==> src/rtl/clock_set_ctrl.sv <==
// HH:MM time-setting controller: debounced mode/inc keys edit shadow BCD
// hours then minutes, then hand the result to the counters via valid/ready.
module clock_set_ctrl #(
  parameter int DEBOUNCE_CYCLES = 500000,
  parameter int REPEAT_CYCLES   = 25000000
) (
  input  logic       clk,
  input  logic       rst,
  input  logic       btn_mode_n,
  input  logic       btn_inc_n,
  input  logic [3:0] cur_hour_tens,
  input  logic [3:0] cur_hour_ones,
  input  logic [3:0] cur_min_tens,
  input  logic [3:0] cur_min_ones,
  input  logic       load_ready,
  output logic [3:0] set_hour_tens,
  output logic [3:0] set_hour_ones,
  output logic [3:0] set_min_tens,
  output logic [3:0] set_min_ones,
  output logic       load_valid,
  output logic       hold,
  output logic [1:0] field_sel
);

  localparam int DW = $clog2(DEBOUNCE_CYCLES + 1);
  localparam int RW = $clog2(REPEAT_CYCLES + 1);
  localparam logic [DW-1:0] DB_LAST = DW'(DEBOUNCE_CYCLES - 1);
  localparam logic [RW-1:0] RP_LAST = RW'(REPEAT_CYCLES - 1);

  typedef enum logic [1:0] {
    S_RUN, S_HOUR, S_MIN, S_COMMIT
  } state_t;

  // bit 0 = mode key, bit 1 = inc key
  logic [1:0]         r_s1;
  logic [1:0]         r_s2;
  logic [1:0]         r_db;
  logic [1:0][DW-1:0] r_cnt;
  logic [1:0]         w_fall;
  logic [RW-1:0]      r_rep;
  logic               w_rep;
  logic               r_mode_ev;
  logic               r_inc_ev;

  state_t r_state;
  state_t w_next;

  logic [3:0] r_ht, r_ho, r_mt, r_mo;
  logic       w_hr_ok, w_mn_ok;

  always_ff @(posedge clk) begin
    if (rst) begin
      r_s1  <= 2'b11;
      r_s2  <= 2'b11;
      r_db  <= 2'b11;
      r_cnt <= '0;
    end else begin
      r_s1 <= {btn_inc_n, btn_mode_n};
      r_s2 <= r_s1;
      // Returning to the accepted level is the only way the level can change
      // while counting, so that doubles as the restart-on-change rule.
      for (int i = 0; i < 2; i++) begin
        if (r_s2[i] == r_db[i]) begin
          r_cnt[i] <= '0;
        end else if (r_cnt[i] == DB_LAST) begin
          r_cnt[i] <= '0;
          r_db[i]  <= r_s2[i];
        end else begin
          r_cnt[i] <= r_cnt[i] + 1'b1;
        end
      end
    end
  end

  always_comb begin
    w_fall = '0;
    for (int i = 0; i < 2; i++) begin
      w_fall[i] = r_db[i] && !r_s2[i]
               && (r_cnt[i] == DB_LAST);
    end
  end

  assign w_rep = !r_db[1] && (r_rep == RP_LAST);

  always_ff @(posedge clk) begin
    if (rst || r_db[1] || w_rep) begin
      r_rep <= '0;
    end else begin
      r_rep <= r_rep + 1'b1;
    end
  end

  always_ff @(posedge clk) begin
    if (rst) begin
      r_mode_ev <= 1'b0;
      r_inc_ev  <= 1'b0;
    end else begin
      r_mode_ev <= w_fall[0];
      r_inc_ev  <= w_fall[1] | w_rep;
    end
  end

  always_ff @(posedge clk) begin
    if (rst) begin
      r_state <= S_RUN;
    end else begin
      r_state <= w_next;
    end
  end

  always_comb begin
    w_next = r_state;
    unique case (r_state)
      S_RUN:    if (r_mode_ev) w_next = S_HOUR;
      S_HOUR:   if (r_mode_ev) w_next = S_MIN;
      S_MIN:    if (r_mode_ev) w_next = S_COMMIT;
      S_COMMIT: if (load_ready) w_next = S_RUN;
      default:  w_next = S_RUN;
    endcase
  end

  always_comb begin
    hold       = (r_state != S_RUN);
    load_valid = (r_state == S_COMMIT);
    field_sel  = 2'b00;
    if (r_state == S_HOUR) field_sel = 2'b01;
    if (r_state == S_MIN)  field_sel = 2'b10;
  end

  always_comb begin
    w_hr_ok = ((cur_hour_tens < 4'd2) && (cur_hour_ones <= 4'd9))
           || ((cur_hour_tens == 4'd2) && (cur_hour_ones <= 4'd3));
    w_mn_ok = (cur_min_tens <= 4'd5) && (cur_min_ones <= 4'd9);
  end

  always_ff @(posedge clk) begin
    if (rst) begin
      r_ht <= '0;
      r_ho <= '0;
      r_mt <= '0;
      r_mo <= '0;
    end else begin
      unique case (r_state)
        S_RUN: begin
          if (r_mode_ev) begin
            r_ht <= w_hr_ok ? cur_hour_tens : 4'd0;
            r_ho <= w_hr_ok ? cur_hour_ones : 4'd0;
            r_mt <= w_mn_ok ? cur_min_tens  : 4'd0;
            r_mo <= w_mn_ok ? cur_min_ones  : 4'd0;
          end
        end
        S_HOUR: begin
          if (r_inc_ev && !r_mode_ev) begin
            if (r_ht == 4'd2 && r_ho == 4'd3) begin
              r_ht <= 4'd0;
              r_ho <= 4'd0;
            end else if (r_ho == 4'd9) begin
              r_ho <= 4'd0;
              r_ht <= r_ht + 4'd1;
            end else begin
              r_ho <= r_ho + 4'd1;
            end
          end
        end
        S_MIN: begin
          if (r_inc_ev && !r_mode_ev) begin
            if (r_mo == 4'd9) begin
              r_mo <= 4'd0;
              r_mt <= (r_mt == 4'd5) ? 4'd0 : r_mt + 4'd1;
            end else begin
              r_mo <= r_mo + 4'd1;
            end
          end
        end
        default: ;
      endcase
    end
  end

  assign set_hour_tens = r_ht;
  assign set_hour_ones = r_ho;
  assign set_min_tens  = r_mt;
  assign set_min_ones  = r_mo;

endmodule

==> config.mk <==
export PLATFORM = sky130hd
export DESIGN_NAME = clock_set_ctrl
export DESIGN_NICKNAME = d
export VERILOG_FILES = /design/src/rtl/clock_set_ctrl.sv
export SDC_FILE = /design/constraint.sdc
export NUM_CORES = 1
export LEC_CHECK = 0
export BUFFER_PORTS_ARGS = -buffer_cell sky130_fd_sc_hd__buf_2
export CORE_MARGIN = 2
export CORE_UTILIZATION = 35
export CTS_CLUSTER_SIZE = 12
export DETAILED_ROUTE_END_ITERATION = 12
export PLACE_DENSITY = 0.55
export SETUP_SLACK_MARGIN = 0.15
export SYNTH_ARGS = -nofsm -noshare
export SYNTH_HDL_FRONTEND = slang
export SYNTH_SLANG_ARGS = --single-unit
export TNS_END_PERCENT = 1
==> constraint.sdc <==
create_clock -name clk -period 2.7 [get_ports clk]
set_clock_uncertainty 0.15 [all_clocks]
set_input_delay 0.135 -clock clk [delete_from_list [all_inputs] [get_ports clk]]
set_output_delay 0.135 -clock clk [all_outputs]
set_load 0.01 [all_outputs]
**Yosys cells after proc, flatten, opt, wreduce, memory -nomap -nowiden**

Index checks and enable logic that the tools add are counted.

- Register bits after elaboration: 89
- Input port bits: 21

- Equal/unequal tests: 22
- Multiplexer cells: 30
- Bitwise logic cells: 3
- Order comparisons: 5
- $add $sub $neg: 7
- Reduce and logical (&&, ||, !) cells: 30

Operators by type and width:

| kind | number |
|---|---|
| two-way mux 4 bit | 19 |
| adder 19 x 1 -> 19 bit, second input constant | 2 |
| == test 19 bit, second input constant | 2 |
| one-hot mux 4 bit (2 select lines) | 4 |
| adder 25 x 1 -> 25 bit, second input constant | 1 |
| == test 25 bit, second input constant | 1 |
| adder 4 x 1 -> 4 bit, second input constant | 4 |
| == test 4 x 2 -> 1 bit, second input constant | 3 |
| AND reduction 4 bit | 3 |
| logical AND 1 bit | 10 |
| two-way mux 2 bit | 5 |
| == test 4 bit, second input constant | 2 |
| <= comparator 4 bit, second input constant | 2 |
| != test 2 bit, second input constant | 4 |
| one-hot mux 2 bit (4 select lines) | 1 |
| != test 2 x 1 -> 1 bit, second input constant | 3 |
| AND reduction 3 bit | 2 |
| nonzero test 2 bit | 3 |
| OR reduction 3 bit | 2 |
| == test 2 bit, second input constant | 2 |
| == test 4 x 3 -> 1 bit, second input constant | 1 |
| <= comparator 4 x 2 -> 1 bit, second input constant | 1 |
| <= comparator 4 x 3 -> 1 bit, second input constant | 1 |
| zero test 1 bit | 4 |
| other kinds (10) | 15 |

**Logic depth before layout (Yosys ltp)**

Gate-level depths: netlist of the first run.

- Depth in word-level cells: 6
- Mapped depth: 8
- Depth with buffers taken out: 6

**Worst setup path before layout of the first run**

No wires, ideal clock.

- Kind: register -> register
- From: reg r_state[0]
- To: reg r_mt[3], in the netlist set_min_tens[3]
- Stages on the path, launching flop included: 8
- Required time: 2.431 ns
- Setup slack: 0.514 ns
- Clock period less this slack: 2.186 ns
- Arrival: 1.917 ns
- Cells stage by stage: dfxtp_1 -> inv_1 -> ha_1 -> buf_2 -> nor4bb_1 -> a2bb2oi_1 -> nand4_1 -> mux2i_1

- Cells in the longest elaborated chain, start to end: 3

RTL lines:

| item | RTL line | source |
|---|---|---|
| from (decl) | 45 | `state_t r_state;` |
| from (signal assigned) | 107 | `r_state <= w_next;` |
| == test 2 bit or zero test 2 bit (tied branches) | 143 | `unique case (r_state)` |
| != test 2 x 1 -> 1 bit (no line) (tied with other cells) | - |  |
| AND reduction 4 bit (no line) | - |  |
| to (signal assigned) | 148 | `r_mt <= w_mn_ok ? cur_min_tens : 4'd0;` |
| to (signal assigned) | 169 | `r_mt <= (r_mt == 4'd5) ? 4'd0 : r_mt + 4'd1;` |
| to (decl) | 48 | `logic [3:0] r_ht, r_ho, r_mt, r_mo;` |

Several ways; a longest one is shown, not always the timed one.
A chain may end at the register's enable or synchronous reset.

**Final worst setup path of the first run**

- From: reg r_state[1]
- To: reg r_ht[0], in the netlist set_hour_tens[0]

- Cells in the longest elaborated chain, start to end: 3

RTL lines:

| item | RTL line | source |
|---|---|---|
| == test 2 x 1 -> 1 bit or zero test 2 bit (tied branches) | 143 |  |
| != test 3 x 1 -> 1 bit (no line) (tied with other cells) | - |  |
| AND reduction 4 bit (no line) | - |  |
| to (signal assigned) | 146 | `r_ht <= w_hr_ok ? cur_hour_tens : 4'd0;` |
| to (signal assigned) | 159 | `r_ht <= r_ht + 4'd1;` |
| to (decl) | 48 |  |

Several ways; a longest one is shown, not always the timed one.

==> results.yml, run 1 <==
cts:
  cts.sink_count: 89
  cts_buffers: 9
  cts_root_buf: "sky130_fd_sc_hd__clkbuf_16"
  worst_skew_pair_latency_ns: 0.34
  clk_transition_reported_paths_ns: 0.06
  cts-htree-levels: 3
  cts_max_path_buffers: 2
  cts_tree: "built"
  post_cts_setup_bufs: 0
worst_hold_path:
  min_to: "set_min_ones[2]"
  worst_hold_path.num_cells: 3
  holdCritStartpoint: "cur_min_ones[2]"
  hold_class: "input pin to register"
final_layout:
  antenna_cells: 0
  stdcell_area_um2: 5260
  area_delta_synth_final_pct: 19.6
  final_cell_count_no_fill: 733
  final_core_utilization_pct: 43.3
  design.final.nets: 595
  drive_gt1_share_pct: 14.2
sta:
  hold_violations: 0
  tmin_final_ns: 2.31
  relative_max_transition_margin_pct: 63.4
  final-setup-viol-count: 0
  worst-slew-pin-transition_ns: 0.548
  grt_setup_unrepaired: "no"
  final.period_utilization_pct: 85.7
  worst_hold_slack_ns: 0.0218
  worst_slack_ns: 0.386
  achievable-frequency_mhz: 432
  finalSetupTns_ns: 0
  slew_violations: 0
drt:
  postRouteWirelength_um: 9280
  drt_drc_violations_left: 0
  detailroute.via_count: 3792
  first_iter_violations: 127
  routed_wire_length_per_instance_um: 12.7
  detail_route.vias_per_cell: 5.17
  dr.pass1.iters: 4
  detail-route-antenna-nets: 0
power:
  total_leakage_power_nw: 1.84
  power.ir.vdd_worst_mv: 0.353
  powerDensity_nw_per_um2: 593
  power.switching_uw: 660
  power_mw: 3.12
  netSwitchingFraction_pct: 21.1
  cellInternalPower_mw: 2.46
  comb_power_share_pct: 7.4
  power.share.sequential_pct: 42.7
  clock_power_share_pct: 49.9
floorplan:
  initial_utilization_pct: 36.2
  placement_rows: 40
  die_w_um: 116
  core_box_area_um2: 12200
  die_height_um: 116
  area_enclosed_by_the_die_boundary_um2: 13500
  io_pins: 41
critical_path:
  ff2ff_setup_slack_ns: 0.39
  critPathMaxFanout: 10
  slowest_delay_ns: 0.56
  critical_path.top_delay_family: "buffers and inverters"
  cp.arrival_ns: 2.41
  timing.critical_path.buf_inv: 2
  timing.critical_path.from: "r_state[1]"
  timing.rr.start: "r_state[1]"
  crit_chain: "inv_1 -> ha_1 -> nor4_1 -> nand3_1 -> dlygate4sd3_1 -> a311oi_1"
  cp-end-kind: "register"
  startpoint_type: "register"
  crit-reg2reg-capture: "set_hour_tens[0]"
  rr_worst_depth: 6
  worst-endpoint-required_ns: 2.80
  timing.setup.critical_path_class: "register to register"
  crit_path_top_delay_cell: "sky130_fd_sc_hd__dlygate4sd3_1"
grt:
  first_global_vias: 3542
  grt_overflow: 0
  grt_antenna_before_repair: 0
  total_track_usage_pct: 14.8
  grt_start_max_net_pins: 28
  grt_pass1_wl_um: 16100
logic_synthesis:
  synth_top_cell_area_share_pct: 40.5
  synth_most_common_cell: "sky130_fd_sc_hd__dfxtp_1"
  ys_async_sr_fraction_pct: 0
  synth.net_count: 544
  synth.cell_area_um2: 4400
  syn_inst: 509
  synthesis.area_per_instance_um2: 8.65
  count_of_distinct_cell_types_in_the_synthesized_netlist: 58
  netlist_top_cells_count: "sky130_fd_sc_hd__dfxtp_1, sky130_fd_sc_hd__nor2_1, sky130_fd_sc_hd__a21oi_1, sky130_fd_sc_hd__nand2_1, sky130_fd_sc_hd__nand3_1"
  synth-main-ff-cell: "sky130_fd_sc_hd__dfxtp_1"
  post_synthesis_sequential_area_ratio_pct: 40.5
  number_of_flops_mapped_to_enable_cells_by_yosys: 0
  post-synth-top-area-cell: "sky130_fd_sc_hd__dfxtp_1"
  ys_top_cells_by_area: "sky130_fd_sc_hd__dfxtp_1, sky130_fd_sc_hd__xor2_1, sky130_fd_sc_hd__nor2_1"
  yosys_warnings: 0
  synth_seq_cells: 89
placed_design:
  placedInstanceArea_um2: 4800
  numPortBuffers: 40
  globalplace.congestion: 0.809
  place_worst_setup_slack_ns: 0.404
  dp_hpwl_um: 6610
  place_inst: 709
status:
  status: "complete, no violations"
flow_run:
  number_of_max_cap_violations: 0
==> power groups by stage <==
stage,logic [mW],registers (mW),clock network (mW)
2_1_floorplan,0.155,1.36,0
3_3_place_gp,0.219,1.36,0
3_5_place_dp,0.223,1.36,0
4_1_cts,0.233,1.33,1.60
5_1_grt,0.263,1.33,1.66
6_report,0.231,1.33,1.56
==> worst reg2reg max path, delay by kind of cell (launching register included) <==
| family | cells | cell delay [ns] |
|---|---|---|
| AOI/OAI and AO/OA | 1 | 0.24 |
| adders and majority gates | 1 | 0.32 |
| buffers and inverters | 2 | 0.66 |
| DFF | 1 | 0.37 |
| and+or+nand+nor | 2 | 0.48 |
==> cell type report <==
| cell class | count | area, um^2 |
|---|---|---|
| Tap cell | 168 | 210 |
| Sequential cell | 89 | 1780 |
| Inverter | 21 | 78.8 |
| Clock inverter | 5 | 125 |
| Timing Repair Buffer | 55 | 333 |
| Clock buffer | 11 | 253 |
| Multi-Input combinational cell | 384 | 2480 |
| Fill cell | 1201 | 6900 |
==> kinds of logic (layout without fill, tap and decap cells) <==
group / count (synthesis) / in the layout / synth area share [%]
DFF: 89 / 89 / 40.5
adders and majority gates: 14 / 14 / 3.98
and+or+nand+nor: 233 / 233 / 29.6
muxes: 2 / 2 / 0.455
buffers and inverters: 36 / 92 / 3.38
xor gates and xnor gates: 36 / 36 / 7.16
AOI/OAI and AO/OA: 99 / 99 / 14.9
==> metal layers <==
layer,vias to the layer above,GRT usage [%],wire [um]
li1,1977,-,-
met1,1752,19.6,4700
met2,51,23.7,4120
met3,12,2.85,277
met4,0,6.75,178
met5,-,0,0
==> state kept, by name (all words and copies together), names as in the netlist <==
| register | count |
|---|---|
| r_cnt | 38 |
| r_db | 2 |
| r_inc_ev | 1 |
| r_mode_ev | 1 |
| r_rep | 25 |
| r_s1 | 2 |
| r_s2 | 2 |
| r_state | 2 |
| set_hour_ones | 4 |
| set_hour_tens | 4 |
| set_min_ones | 4 |
| set_min_tens | 4 |
==> layout by cell type, fill, tap and decap left out, types with 3 or more instances in the layout <==
master / synthesis / final
sky130_fd_sc_hd__buf_2: 2 / 40
sky130_fd_sc_hd__inv_1: 21 / 21
sky130_fd_sc_hd__nor4_1: 4 / 4
sky130_fd_sc_hd__o21ai_0: 13 / 13
sky130_fd_sc_hd__o21a_1: 6 / 6
sky130_fd_sc_hd__a211oi_1: 4 / 4
sky130_fd_sc_hd__ha_1: 14 / 14
sky130_fd_sc_hd__buf_4: 1 / 7
sky130_fd_sc_hd__and3_1: 11 / 11
sky130_fd_sc_hd__a31oi_1: 4 / 4
sky130_fd_sc_hd__clkbuf_16: 0 / 9
sky130_fd_sc_hd__dlygate4sd3_1: 0 / 8
sky130_fd_sc_hd__bufinv_16: 0 / 4
sky130_fd_sc_hd__or4_1: 15 / 15
sky130_fd_sc_hd__xor2_1: 23 / 23
sky130_fd_sc_hd__nor2b_1: 6 / 6
sky130_fd_sc_hd__nand4_1: 20 / 20
sky130_fd_sc_hd__a21oi_1: 31 / 31
sky130_fd_sc_hd__nor4b_1: 5 / 5
sky130_fd_sc_hd__and3b_1: 3 / 3
sky130_fd_sc_hd__or3_1: 10 / 10
sky130_fd_sc_hd__nor2_1: 52 / 52
sky130_fd_sc_hd__nor3b_1: 3 / 3
sky130_fd_sc_hd__and2_1: 3 / 3
sky130_fd_sc_hd__or2_2: 5 / 5
sky130_fd_sc_hd__nor3_1: 14 / 14
sky130_fd_sc_hd__a21o_1: 4 / 4
sky130_fd_sc_hd__xnor2_1: 13 / 13
sky130_fd_sc_hd__dfxtp_1: 89 / 89
sky130_fd_sc_hd__o31ai_1: 15 / 14
sky130_fd_sc_hd__nand2_1: 31 / 31
sky130_fd_sc_hd__and4_1: 11 / 11
sky130_fd_sc_hd__nand3_1: 27 / 27
==> worst max path at each step <==
stage,end,slack [ns],cells after the start
floorplan,set_min_tens[3],0.51,7
global placement,set_min_ones[3],0.47,6
detailed placement,set_min_ones[3],0.40,6
CTS,set_hour_tens[0],0.35,6
global route,set_hour_tens[0],0.16,6
finish,set_hour_tens[0],0.39,6
==> timing repair <==
item                                   CTS  global route
endpoints found under the hold margin    6             0
hold buffers                             8             0
resized for setup                        0             1
setup endpoints to repair                0             3
No activity file was read; power rests on OpenSTA's default activity.
==> inputs of run 2 (changes only) <==
==> constraint.sdc (replaced) <==
create_clock -name clk -period 2.7 [get_ports clk]
set_clock_uncertainty 0.15 [all_clocks]
set_input_delay 0.405 -clock clk [delete_from_list [all_inputs] [get_ports clk]]
set_output_delay 0.405 -clock clk [all_outputs]
set_load 0.01 [all_outputs]
==> run 2 against run 1 <==
- die area unchanged
- routed wire length shrank 0.24%
- setup slack gained 0.0058 ns
- global-route usage is essentially flat
- register-to-register slack hardly changed
- via count shrank 0.84%
- sequential power about the same
- count of clock-buffer cells in the layout is the same
- sequential share of layout area up 0.52 points
- cell area down 1.5%
==> results.yml, run 2 (synthesized netlist as in run 1, its figures left out) <==
critical_path:
  crit-reg2reg-capture: "set_min_ones[3]"
  critPathMaxFanout: 13
  startpoint_type: "register"
  worst-endpoint-required_ns: 2.84
  timing.critical_path.buf_inv: 1
  slowest_delay_ns: 0.62
  crit_chain: "inv_1 -> ha_1 -> a211o_1 -> or4b_2 -> a21boi_0 -> o221a_2"
  cp.arrival_ns: 2.45
  timing.critical_path.from: "r_state[0]"
  ff2ff_setup_slack_ns: 0.39
  critical_path.top_delay_family: "compound AO/OA/AOI/OAI gates"
  timing.rr.start: "r_state[0]"
  timing.setup.critical_path_class: "register to register"
  crit_path_top_delay_cell: "sky130_fd_sc_hd__or4b_2"
  rr_worst_depth: 6
  cp-end-kind: "register"
floorplan:
  initial_utilization_pct: 36.2
  die_height_um: 116
  core_box_area_um2: 12200
  area_enclosed_by_the_die_boundary_um2: 13500
  placement_rows: 40
  die_w_um: 116
  io_pins: 41
cts:
  worst_skew_pair_latency_ns: 0.34
  cts.sink_count: 89
  post_cts_setup_bufs: 0
  cts-htree-levels: 3
  clk_transition_reported_paths_ns: 0.07
  cts_buffers: 9
  cts_tree: "built"
  cts-resized-gates: 0
  cts_max_path_buffers: 2
  holdBufCountCts: 0
  cts_root_buf: "sky130_fd_sc_hd__clkbuf_16"
worst_hold_path:
  hold_class: "input pin to register"
  min_to: "r_s1[0]"
  holdCritStartpoint: "btn_mode_n"
  worst_hold_path.num_cells: 2
sta:
  grt_setup_unrepaired: "no"
  slew_violations: 0
  worst_hold_slack_ns: 0.0999
  relative_max_transition_margin_pct: 62.6
  worst_slack_ns: 0.392
  hold_violations: 0
  tmin_final_ns: 2.31
  final-setup-viol-count: 0
  achievable-frequency_mhz: 433
  final.period_utilization_pct: 85.5
  finalSetupTns_ns: 0
  worst-slew-pin-transition_ns: 0.561
final_layout:
  antenna_cells: 0
  fillerInstances: 1211
  final_cell_count_no_fill: 725
  mostFrequentLayoutCell: "sky130_fd_sc_hd__dfxtp_1"
  largest_register_ffs: 38
  layout.cells.most_common_list: "sky130_fd_sc_hd__dfxtp_1, sky130_fd_sc_hd__nor2_1, sky130_fd_sc_hd__buf_2"
  layout_top_registers: "r_cnt (38), r_rep (25)"
  drive_gt1_share_pct: 14.4
  area_delta_synth_final_pct: 17.8
  final_core_utilization_pct: 42.6
  design.final.nets: 587
  stdcell_area_um2: 5180
  largest-register: "r_cnt"
placed_design:
  dp_hpwl_um: 6610
  place_inst: 709
  placedInstanceArea_um2: 4800
  numPortBuffers: 40
  globalplace.congestion: 0.809
  place_worst_setup_slack_ns: 0.404
drt:
  drt_drc_violations_left: 0
  detailroute.via_count: 3760
  detail-route-antenna-nets: 0
  detail_route.vias_per_cell: 5.19
  postRouteWirelength_um: 9260
  routed_wire_length_per_instance_um: 12.8
  first_iter_violations: 180
  dr.pass1.iters: 4
grt:
  grt_antenna_before_repair: 0
  grt_pass1_wl_um: 16100
  grt_overflow: 0
  grt_start_max_net_pins: 28
  first_global_vias: 3539
  total_track_usage_pct: 14.8
power:
  powerDensity_nw_per_um2: 601
  total_leakage_power_nw: 1.81
  power_mw: 3.11
  power.ir.vdd_worst_mv: 0.353
flow_run:
  number_of_max_cap_violations: 0
status:
  status: "complete, no violations"
[run 2: layer usage]
layer	wire length, um	global-route usage, %	up-vias
li1	-	-	1960
met1	4690	19.6	1731
met2	4130	23.7	59
met3	295	2.80	10
met4	148	6.59	0
met5	0	0	-
[run 2: power breakdown]
part           total [mW]  switching [mW]  internal [mW]
Combinational       0.224           0.141         0.0824
Sequential           1.33         0.00731           1.32
Clock                1.56           0.512           1.05
Total                3.11           0.660           2.45
[run 2: layout make-up]
| type | instances | area [um^2] | share of cell area, % |
|---|---|---|---|
| clock inverter | 5 | 125 | 2.41 |
| sequential | 89 | 1780 | 34.4 |
| tap | 168 | 210 | 4.06 |
| inverter | 21 | 78.8 | 1.52 |
| timing repair buffer | 47 | 253 | 4.88 |
| multi-input combinational | 384 | 2480 | 47.9 |
| clock buffer | 11 | 253 | 4.88 |
[run 2: worst max path at each step]
stage	end	slack (ns)	cells past startpoint
after floorplan	set_min_tens[3]	0.51	7
after global placement	set_min_ones[3]	0.47	6
after detailed placement	set_min_ones[3]	0.40	6
after CTS	set_min_ones[3]	0.39	6
after global routing	set_min_tens[2]	0.25	6
final	set_min_ones[3]	0.39	6
[run 2: worst reg2reg max path: cells and delay by family, from the launching register on]
family | cells | cell delay [ns]
AOI/OAI and AO/OA | 3 | 0.69
adders and majority gates | 1 | 0.35
DFF | 1 | 0.35
buffers and inverters | 1 | 0.10
and+or+nand+nor | 1 | 0.62
